$ cat config.mk
export PLATFORM = sky130hd
export DESIGN_NAME = updown_sweep_ctrl_flat
export DESIGN_NICKNAME = d
export VERILOG_FILES = /design/src/rtl/updown_sweep_ctrl_if.sv /design/src/rtl/updown_sweep_ctrl.sv /design/src/flat_wrapper.sv
export SDC_FILE = /design/constraint.sdc
export NUM_CORES = 1
export LEC_CHECK = 0
export CAP_MARGIN = 20
export CORE_UTILIZATION = 55
export CTS_CLUSTER_DIAMETER = 150
export DETAILED_ROUTE_END_ITERATION = 6
export DONT_BUFFER_PORTS = 1
export PLACE_DENSITY = 0.78
export SLEW_MARGIN = 25
export SYNTH_ARGS = -nofsm -noshare
export SYNTH_HDL_FRONTEND = slang
export SYNTH_SLANG_ARGS = --single-unit
$ cat constraint.sdc
create_clock -name clk -period 2.1 [get_ports clk]
set_input_delay 0.315 -clock clk [delete_from_list [all_inputs] [get_ports clk]]
set_output_delay 0.315 -clock clk [all_outputs]
set_load 0.005 [all_outputs]
$ cat src/rtl/updown_sweep_ctrl_if.sv
// Host-side bundle for updown_sweep_ctrl: sweep request, bounds, hold and
// the count/status outputs. The abort line exists only when
// UPDOWN_SWEEP_ABORT_EN is defined.
interface updown_sweep_ctrl_if #(
  parameter int WIDTH  = 2,
  parameter int NCYC_W = 4
);
  logic              start;
  logic [WIDTH-1:0]  lo;
  logic [WIDTH-1:0]  hi;
  logic [NCYC_W-1:0] ncyc;
  logic              hold;
`ifdef UPDOWN_SWEEP_ABORT_EN
  logic              abort;
`endif
  logic [WIDTH-1:0]  q;
  logic              mode;
  logic              busy;
  logic              done;
  logic              err;

`ifdef UPDOWN_SWEEP_ABORT_EN
  modport master (output start, lo, hi, ncyc, hold, abort,
                  input  q, mode, busy, done, err);
  modport slave  (input  start, lo, hi, ncyc, hold, abort,
                  output q, mode, busy, done, err);
`else
  modport master (output start, lo, hi, ncyc, hold,
                  input  q, mode, busy, done, err);
  modport slave  (input  start, lo, hi, ncyc, hold,
                  output q, mode, busy, done, err);
`endif
endinterface

$ cat src/rtl/updown_sweep_ctrl.sv
// Triangle sweep sequencer for an up/down counter: lo->hi->lo repeated
// ncyc times, with hold, completion pulse and rejected-start pulse.
// Optional feature: define UPDOWN_SWEEP_ABORT_EN to add an abort input that
// drops an active sweep back to IDLE without a done pulse.
//
// state | meaning
// IDLE  | waiting for start; q holds its last value
// UP    | q increments each unheld cycle until it reaches hi
// DOWN  | q decrements each unheld cycle until it reaches lo
// DONE  | one-cycle completion, done=1, q=lo
module updown_sweep_ctrl #(
  parameter int WIDTH  = 2,
  parameter int NCYC_W = 4
) (
  input  logic               clk,
  input  logic               rst,
  updown_sweep_ctrl_if.slave bus
);

  typedef enum logic [1:0] {IDLE, UP, DOWN, DONE} state_t;

  state_t            state;
  logic [WIDTH-1:0]  lo_r;
  logic [WIDTH-1:0]  hi_r;
  logic [NCYC_W-1:0] cnt_rem;
  logic [WIDTH-1:0]  q_r;
  logic              mode_r;
  logic              busy_r;
  logic              done_r;
  logic              err_r;

  // Outputs come straight from registers.
  assign bus.q    = q_r;
  assign bus.mode = mode_r;
  assign bus.busy = busy_r;
  assign bus.done = done_r;
  assign bus.err  = err_r;

  // Sweep FSM with registered outputs; done/err default low so they pulse.
  always_ff @(posedge clk or posedge rst) begin
    if (rst) begin
      state   <= IDLE;
      lo_r    <= '0;
      hi_r    <= '0;
      cnt_rem <= '0;
      q_r     <= '0;
      mode_r  <= 1'b1;
      busy_r  <= 1'b0;
      done_r  <= 1'b0;
      err_r   <= 1'b0;
    end else begin
      done_r <= 1'b0;
      err_r  <= 1'b0;
      case (state)
        IDLE: begin
          if (bus.start) begin
            if ((bus.lo >= bus.hi) || (bus.ncyc == '0)) begin
              err_r <= 1'b1;
            end else begin
              lo_r    <= bus.lo;
              hi_r    <= bus.hi;
              cnt_rem <= bus.ncyc;
              q_r     <= bus.lo;
              mode_r  <= 1'b1;
              busy_r  <= 1'b1;
              state   <= UP;
            end
          end
        end
        UP: begin
`ifdef UPDOWN_SWEEP_ABORT_EN
          if (bus.abort) begin
            state  <= IDLE;
            busy_r <= 1'b0;
            mode_r <= 1'b1;
          end else
`endif
          if (!bus.hold) begin
            q_r <= q_r + 1'b1;
            if (q_r == hi_r - 1'b1) begin
              state  <= DOWN;
              mode_r <= 1'b0;
            end
          end
        end
        DOWN: begin
`ifdef UPDOWN_SWEEP_ABORT_EN
          if (bus.abort) begin
            state  <= IDLE;
            busy_r <= 1'b0;
            mode_r <= 1'b1;
          end else
`endif
          if (!bus.hold) begin
            q_r <= q_r - 1'b1;
            // Reaching lo closes one full sweep; turn around or finish.
            if (q_r == lo_r + 1'b1) begin
              cnt_rem <= cnt_rem - 1'b1;
              mode_r  <= 1'b1;
              if (cnt_rem == NCYC_W'(1)) begin
                state  <= DONE;
                busy_r <= 1'b0;
                done_r <= 1'b1;
              end else begin
                state <= UP;
              end
            end
          end
        end
        DONE: begin
          state <= IDLE;
        end
        default: begin
          state <= IDLE;
        end
      endcase
    end
  end

endmodule
$ cat src/flat_wrapper.sv
// flat-port wrapper written by rule: the top's interface ports become plain ports
module updown_sweep_ctrl_flat 
#(
  parameter int WIDTH  = 2,
  parameter int NCYC_W = 4
)
  (clk, rst, bus_start, bus_lo, bus_hi, bus_ncyc, bus_hold, bus_q, bus_mode, bus_busy, bus_done, bus_err);
  updown_sweep_ctrl_if #(.WIDTH(WIDTH), .NCYC_W(NCYC_W)) bus_i ();
  input  logic clk;
  input  logic rst;
  input wire logic [$bits(bus_i.start)-1:0] bus_start;
  input wire logic [$bits(bus_i.lo)-1:0] bus_lo;
  input wire logic [$bits(bus_i.hi)-1:0] bus_hi;
  input wire logic [$bits(bus_i.ncyc)-1:0] bus_ncyc;
  input wire logic [$bits(bus_i.hold)-1:0] bus_hold;
  output wire logic [$bits(bus_i.q)-1:0] bus_q;
  output wire logic [$bits(bus_i.mode)-1:0] bus_mode;
  output wire logic [$bits(bus_i.busy)-1:0] bus_busy;
  output wire logic [$bits(bus_i.done)-1:0] bus_done;
  output wire logic [$bits(bus_i.err)-1:0] bus_err;
  assign bus_i.start = bus_start;
  assign bus_i.lo = bus_lo;
  assign bus_i.hi = bus_hi;
  assign bus_i.ncyc = bus_ncyc;
  assign bus_i.hold = bus_hold;
  assign bus_q = bus_i.q;
  assign bus_mode = bus_i.mode;
  assign bus_busy = bus_i.busy;
  assign bus_done = bus_i.done;
  assign bus_err = bus_i.err;
  updown_sweep_ctrl #(.WIDTH(WIDTH), .NCYC_W(NCYC_W)) u_core (.clk(clk), .rst(rst), .bus(bus_i));
endmodule
---- After elaboration in Yosys (flattened, before gate mapping) ----
Index checks and enable logic that the tools add are counted.
operators by class
  add/sub/neg operators ................... 5
  order comparisons ....................... 1
  eq/ne operators ......................... 13
  muxes and demuxes ....................... 36
  bitwise operators ....................... 1
  reduce and logical (&&, ||, !) cells .... 11
operators by type and width
  cell                                                 number
  2-to-1 mux 2 bit                                     11
  2-to-1 mux 1 bit                                     16
  2-to-1 mux 4 bit                                     4
  AND reduction 6 bit                                  2
  AND reduction 5 bit                                  2
  != test 2 bit, second input constant                 4
  case mux 2 bit (4 select lines)                      1
  case mux 4 bit (2 select lines)                      1
  AND reduction 7 bit                                  1
  != test 2 x 1 -> 1 bit, second input constant        3
  case mux 2 bit (3 select lines)                      1
  adder 2 x 1 -> 2 bit, second input constant          2
  equality test 2 bit                                  2
  equality test 2 bit, second input constant           2
  equality test 4 x 1 -> 1 bit, second input constant  1
  zero test 4 bit                                      1
  subtractor 2 x 1 -> 2 bit, second input constant     2
  subtractor 4 x 1 -> 4 bit, second input constant     1
  case mux 1 bit (3 select lines)                      1
  AND reduction 3 bit                                  1
  nonzero test 3 bit                                   1
  equality test 2 x 1 -> 1 bit, second input constant  1
  >= comparator 2 bit                                  1
  zero test 2 bit                                      1
  other kinds (4)                                      4
word-level totals
  flip-flop bits (word level) ............. 16
  output and inout bits ................... 6
  logic and storage cells ................. 76

---- Depth between registers and ports, before layout ----
Gate-level depths: netlist of the first run.
  depth after elaboration ................. 5
  depth in mapped cells ................... 7

---- Worst setup path after synthesis of the first run ----
Ideal clock, no wire load.
  path kind ............................... input -> register
  start ................................... input bus_lo[0]
  end ..................................... register u_core.cnt_rem[0]
  setup time .............................. 76 ps
  arrival time ............................ 1936 ps
  setup slack ............................. 88 ps
  stages .................................. 7
  buffers on the path ..................... 0
  cell sequence ........................... inv_1 > ha_1 > nand2b_4 > a2111oi_4 > a22oi_2 > or4_1 > o21ai_1
between the ends
  longest elaborated chain between the ends .. 4
RTL lines
  item                           line                     source
  start: declaration             flat_wrapper.sv:12       input wire logic [$bits(bus_i.lo)-1:0] bus_lo;
  >= comparator 2 bit            updown_sweep_ctrl.sv:57  if ((bus.lo >= bus.hi) || (bus.ncyc == '0)) begin
  logical OR 1 bit               updown_sweep_ctrl.sv:57
  != test 2 bit (no line)        --
  AND reduction 5 bit (no line)  --
  end signal: assignment         updown_sweep_ctrl.sv:62  cnt_rem <= bus.ncyc;
  end signal: assignment         updown_sweep_ctrl.sv:98  cnt_rem <= cnt_rem - 1'b1;
  end: declaration               updown_sweep_ctrl.sv:25  logic [NCYC_W-1:0] cnt_rem;
Every way passes these cells.
A chain may end at the register's enable or synchronous reset.

---- Final worst setup path of the first run ----
  start ................................... register u_core.state[1]
  end ..................................... register u_core.cnt_rem[0]
between the ends
  longest elaborated chain between the ends .. 3
RTL lines
  item                                                            line                     source
  start: declaration                                              updown_sweep_ctrl.sv:22  state_t state;
  start signal: assignment                                        updown_sweep_ctrl.sv:42  state <= IDLE;
  start signal: assignment                                        updown_sweep_ctrl.sv:66  state <= UP;
  start signal: assignment                                        updown_sweep_ctrl.sv:81  state <= DOWN;
  equality test 2 bit / zero test 2 bit (equally long branches)   updown_sweep_ctrl.sv:54  case (state)
  != test 2 x 1 -> 1 bit (no line), or another cell as far along  --
  AND reduction 5 bit (no line)                                   --
Parallel ways exist; a longest one is shown, timed or not.

==> reports/metrics.cfg, run 1 <==
[status]
status=complete, but fails checks
failed_checks=hold timing

[clock_network]
clkLatencyLatePin_ns=0.29
htreeDepth=1
cts.sinks=16
cts_tree=done
clk_path_buf_depth=2
holdBufCountCts=0
cts-buffers-inserted=3
cts_root_buf=clkbuf_4
clk_pin_slew_ns=0.10

[global_routing]
grt_pass1_vias=786
grt_max_degree=17
grt_overflow=0
track_usage_pct=24.6
grt_pass1_wl_um=3730
antenna_found_initial=0

[routing]
wl_per_cell_um=16.0
vias=853
drc=0
routed_wl_um=2260
drtIter0Drc=24
firstDrtPassIters=4
ant_nets=0
drt-vias-per-instance=6.05

[timing]
finalMaxSlewViolations=0
fin_tns_setup_ns=0
max_freq_mhz=509
setup_violations=0
hold_violations=15
max_slew_margin_pct=60.2
min_period_ns=1.96
rsz0062_at_grt=no
tightest_slew_ns=0.597
fin_hold_ws_ns=-0.0335
layout_setup_ws_ns=0.137
fin_skew_ns=0.00578
fin_crit_sh_pct=93.5

[die]
rows=15
dieArea_um2=2130
io_pins=18
die_w_um=46.1
coreArea_um2=1780
chipHeight_um=46.1
start_util_pct=60.1

[hold_path]
min_path_type=input port to asynchronous set/reset pin

[finish]
diodes=0
regArea_um2=402
multi_input_area_um2=621
area_delta_synth_final_pct=9.81
nFillCells=155
finish.instance_area_um2=1180
nets=137
drive_gt1_share_pct=19.8

[worst_setup_path]
r2r_cells=7
rrSetupSlack_ns=0.14
cp_max_fo=5
rr_endpoint=u_core.cnt_rem[0]$_DFFE_PP0P_
r2r-start=u_core.state[1]$_DFFE_PP0P_
cp.required_ns=2.31
critPathCaptureType=register
startpoint_type=register
worst-setup-path-type=register to register
cp_data_arrival_time_ns=2.17

[synth]
yosys_warnings=0
syn_nets=127
synth-edff-count=0
synth_cell_types=40
postSynthCellCount=107
synth_commonest_cells=dfrtp_1, inv_1, nor2_1
yosys_register_bits=16
synth_top_area_cell=dfrtp_1
synth_top_area_share_pct=35.0
synth.most_common_cell=dfrtp_1
ys.flop_type=dfrtp_1
syn_area_um2=1070
synth.area.top_cells=dfrtp_1, ha_1, inv_1
ys_async_sr_fraction_pct=100
syn_avg_cell_area_um2=10.0
ys_seq_area_share_pct=37.5

[power]
p_leak_uw=0.000520
worst_ir_drop_vdd_mv=0.956
power.density_nw_per_um2=1590
power_uw=1870

[placed_design]
routabilityCongestion=0.752
place_area_um2=1120
place_ws_ns=0.0596
port_buffers=0
detailed_place_hpwl_um=1700

[flow_run]
maxCapViolCount=0

## worst max-delay path, stage by stage, from the launching register on
cell	delay, ns
dfrtp_1	0.43
inv_1	0.12
ha_1	0.18
nand2_1	0.10
a2111oi_4	0.25
a22oi_2	0.17
or4_1	0.52
o21ai_1	0.11
## through the flow
stage               utilization, %  std cells
floorplan                        -        107
global placement              63.1        135
detailed placement            63.1        135
CTS                           65.1        139
global route                  66.0        141
finish                        66.0        141
## cell usage in the layout (no fill, tap or decap), types with 2 or more instances in the layout
master	instances
nor2b_1	4
nor3_1	6
or4_1	2
mux2_2	2
a31oi_1	2
nand2_1	7
xor2_1	2
a211oi_1	2
nand3_1	2
buf_4	7
nor2_1	9
dfrtp_1	15
clkbuf_4	3
o31ai_1	2
o21ai_0	4
nor3b_1	2
ha_1	8
inv_1	8
mux2i_1	3
o22ai_1	2
o21ai_1	2
o21ba_1	2
## repair_timing
| item | in CTS | in global routing |
|---|---|---|
| setup buffers | 0 | 2 |
| endpoints found under the setup margin | 0 | 3 |
| resized for setup | 0 | 1 |
## logic make-up (layout without fill, tap and decap cells)
| kind of cell | count (synthesis) | count (layout) | synth area share [%] |
|---|---|---|---|
| buffers and inverters | 11 | 20 | 4.56 |
| and+or+nand+nor | 38 | 38 | 20.8 |
| muxes | 5 | 5 | 4.91 |
| xor gates and xnor gates | 3 | 3 | 2.45 |
| DFF | 16 | 16 | 37.5 |
| adders and majority gates | 8 | 8 | 9.35 |
| AOI/OAI and AO/OA | 26 | 26 | 20.4 |
## state kept, by name (all words and copies together) (netlist names)
name,count
u_core.bus.busy,1
u_core.cnt_rem,4
u_core.state,2
u_core.bus.err,1
u_core.bus.done,1
u_core.bus.q,2
u_core.hi_r,2
u_core.bus.mode,1
u_core.lo_r,2
## routing by layer
layer  part of all wire [%]  global-route usage (%)  wire length (um)  up-vias
li1                       -                       -                 -      402
met1                     44                    36.6              1010      411
met2                     49                    38.0              1100       38
met3                    6.8                    5.49               153        2
met4                   0.18                    1.76                 4        0
met5                      0                       0                 0        -
## area by class of cell
| type | instances | area share [%] |
|---|---|---|
| Multi-Input combinational cell | 80 | 52.8 |
| Sequential cell | 16 | 34.1 |
| Timing Repair Buffer | 7 | 4.47 |
| Clock buffer | 4 | 3.09 |
| Inverter | 9 | 2.87 |
| Tap cell | 25 | 2.66 |
## worst max-delay path by stage
stage / startpoint / endpoint / slack [ns] / cells past startpoint
global route: u_core.state[1]$_DFFE_PP0P_ / u_core.cnt_rem[0]$_DFFE_PP0P_ / 0.03 / 7
detailed placement: bus_lo[0] / u_core.cnt_rem[0]$_DFFE_PP0P_ / 0.06 / 7
finish: u_core.state[1]$_DFFE_PP0P_ / u_core.cnt_rem[0]$_DFFE_PP0P_ / 0.14 / 7
CTS: u_core.state[0]$_DFFE_PP0P_ / u_core.cnt_rem[0]$_DFFE_PP0P_ / 0.05 / 7
global placement: bus_lo[0] / u_core.cnt_rem[0]$_DFFE_PP0P_ / 0.11 / 7
floorplan: bus_lo[0] / u_core.cnt_rem[0]$_DFFE_PP0P_ / 0.09 / 7
## report_power, final
part / switching [uW] / internal [uW] / leakage, uW
Combinational: 558 / 500 / 0.000308
Clock: 104 / 105 / 0.0000210
Sequential: 140 / 461 / 0.000191
Total: 803 / 1070 / 0.000520
Note: power is estimated with default switching activity, not from simulation.
==> run 2: changes to the inputs <==
--- a/config.mk
+++ b/config.mk
@@ -5,7 +5,7 @@
 export SDC_FILE = /design/constraint.sdc
 export NUM_CORES = 1
 export LEC_CHECK = 0
-export CAP_MARGIN = 20
+export CORE_MARGIN = 4
 export CORE_UTILIZATION = 55
 export CTS_CLUSTER_DIAMETER = 150
 export DETAILED_ROUTE_END_ITERATION = 6
==> run 2 against run 1 <==
The flow now finishes without violations. Clock power fell by 2%. Wire length fell by 2.7%. First-iteration DRC count fell by 71%. Sequential power barely moved. Utilization rose by 0.56 points. Largest cell class unchanged. Highest routed layer unchanged.
==> reports/metrics.cfg, run 2 (synthesis results as in run 1) <==
[die]
io_pins=18
chipHeight_um=52.1
start_util_pct=60.1
die_w_um=52.1
dieArea_um2=2720
coreArea_um2=1780
rows=15

[clock_network]
cts.sinks=16
htreeDepth=1
clkLatencyLatePin_ns=0.29
clk_pin_slew_ns=0.10
cts_tree=done
cts_root_buf=clkbuf_4
clk_path_buf_depth=2
cts-buffers-inserted=3

[finish]
nets=138
nFillCells=134
mostFrequentLayoutCells=dfrtp_1, nor2_1, inv_1, ha_1
multi_input_area_um2=621
area_delta_synth_final_pct=10.7
drive_gt1_share_pct=19.7
diodes=0
regMostFlops=u_core.cnt_rem
largest_reg_flops=4
fin_cells=142
final_common_cell=dfrtp_1
regArea_um2=402

[status]
status=finished clean

[global_routing]
grt_pass1_wl_um=4030
grt_overflow=0
antenna_found_initial=0
track_usage_pct=20.2
grt_pass1_vias=890
grt_max_degree=17

[routing]
firstDrtPassIters=4
routed_wl_um=2200
drt-vias-per-instance=5.76
ant_nets=0
drc=0
vias=818
drtIter0Drc=7
wl_per_cell_um=15.5

[worst_setup_path]
cp_max_fo=5
startpoint_type=register
cp_data_arrival_time_ns=2.13
critPathCaptureType=register
worst-setup-path-type=register to register
cp.required_ns=2.32

[power]
power.density_nw_per_um2=1570
p_leak_uw=0.000525
worst_ir_drop_vdd_mv=1.05

[placed_design]
routabilityCongestion=0.924
port_buffers=0
detailed_place_hpwl_um=1750
dp_cells=137

[timing]
min_period_ns=1.91
tightest_slew_ns=0.630
setup_violations=0
hold_violations=0
max_freq_mhz=522
fin_tns_setup_ns=0
rsz0062_at_grt=no
finalMaxSlewViolations=0
fin_skew_ns=0.00245
fin_crit_sh_pct=91.2
max_slew_margin_pct=57.9

[flow_run]
maxCapViolCount=0

[hold_path]
min_path_type=input port to register

## run 2: per-stage QoR
stage                     worst slack (ns)  total power [uW]  instance area [um^2]  hold WS, ns  util, %
after global placement               0.117              1590                  1140        0.305     63.9
after detailed placement            0.0853              1650                  1140        0.317     63.9
after CTS                           0.0659              1860                  1190       0.0893     66.5
after floorplan                     0.0880              1370                  1070        0.228        -
final                                0.186              1860                  1190       0.0925     66.5
after global routing                0.0262              2040                  1190       0.0860     66.5
## run 2: report_power, final
part / total [uW] / switching (uW) / internal (uW)
clock: 206 / 101 / 106
sequential: 603 / 141 / 461
combinational: 1050 / 547 / 505
total: 1860 / 789 / 1070
## run 2: critical path: stages (launching register included)
cell and delay, ns:
dfrtp_1 0.42, inv_1 0.11, ha_1 0.19, nand2_1 0.11
a2111oi_4 0.25, a22oi_2 0.18, or4_1 0.51, o21ai_1 0.09
## run 2: worst paths after layout
path | endpoint | start | cells past startpoint | slack [ns]
max | u_core.cnt_rem[0]$_DFFE_PP0P_ | u_core.state[1]$_DFFE_PP0P_ | 7 | 0.19
min | u_core.bus.done$_DFF_PP0_ | bus_hold | 1 | 0.09
max reg2reg | u_core.cnt_rem[0]$_DFFE_PP0P_ | u_core.state[1]$_DFFE_PP0P_ | 7 | 0.19
min reg2reg | u_core.bus.mode$_DFFE_PP1P_ | u_core.bus.mode$_DFFE_PP1P_ | 2 | 0.51
max in group asynchronous | u_core.lo_r[0]$_DFFE_PP0P_ | rst | 2 | 1.16
min in group asynchronous | u_core.bus.done$_DFF_PP0_ | rst | 2 | 0.54
## run 2: repair_timing
item                                    CTS  global route
buffers inserted                          0             0
hold buffers                              1             0
endpoints found under the setup margin    0             3
hold endpoints to repair                  5             0
resized for setup                         0             1
## run 2: final cells by class
cell class / instances / area share, %
clock buffer: 4 / 3.06
inverter: 9 / 2.85
multi-input combinational: 80 / 52.3
sequential: 16 / 33.9
tap: 25 / 2.64
timing repair buffer: 8 / 5.27
## run 2: routing by layer
layer	global-route usage [%]	vias to the layer above	routed length [um]
li1	-	408	-
met1	27.0	390	1050
met2	31.6	16	1010
met3	3.72	4	105
met4	8.94	0	27
met5	0	-	0
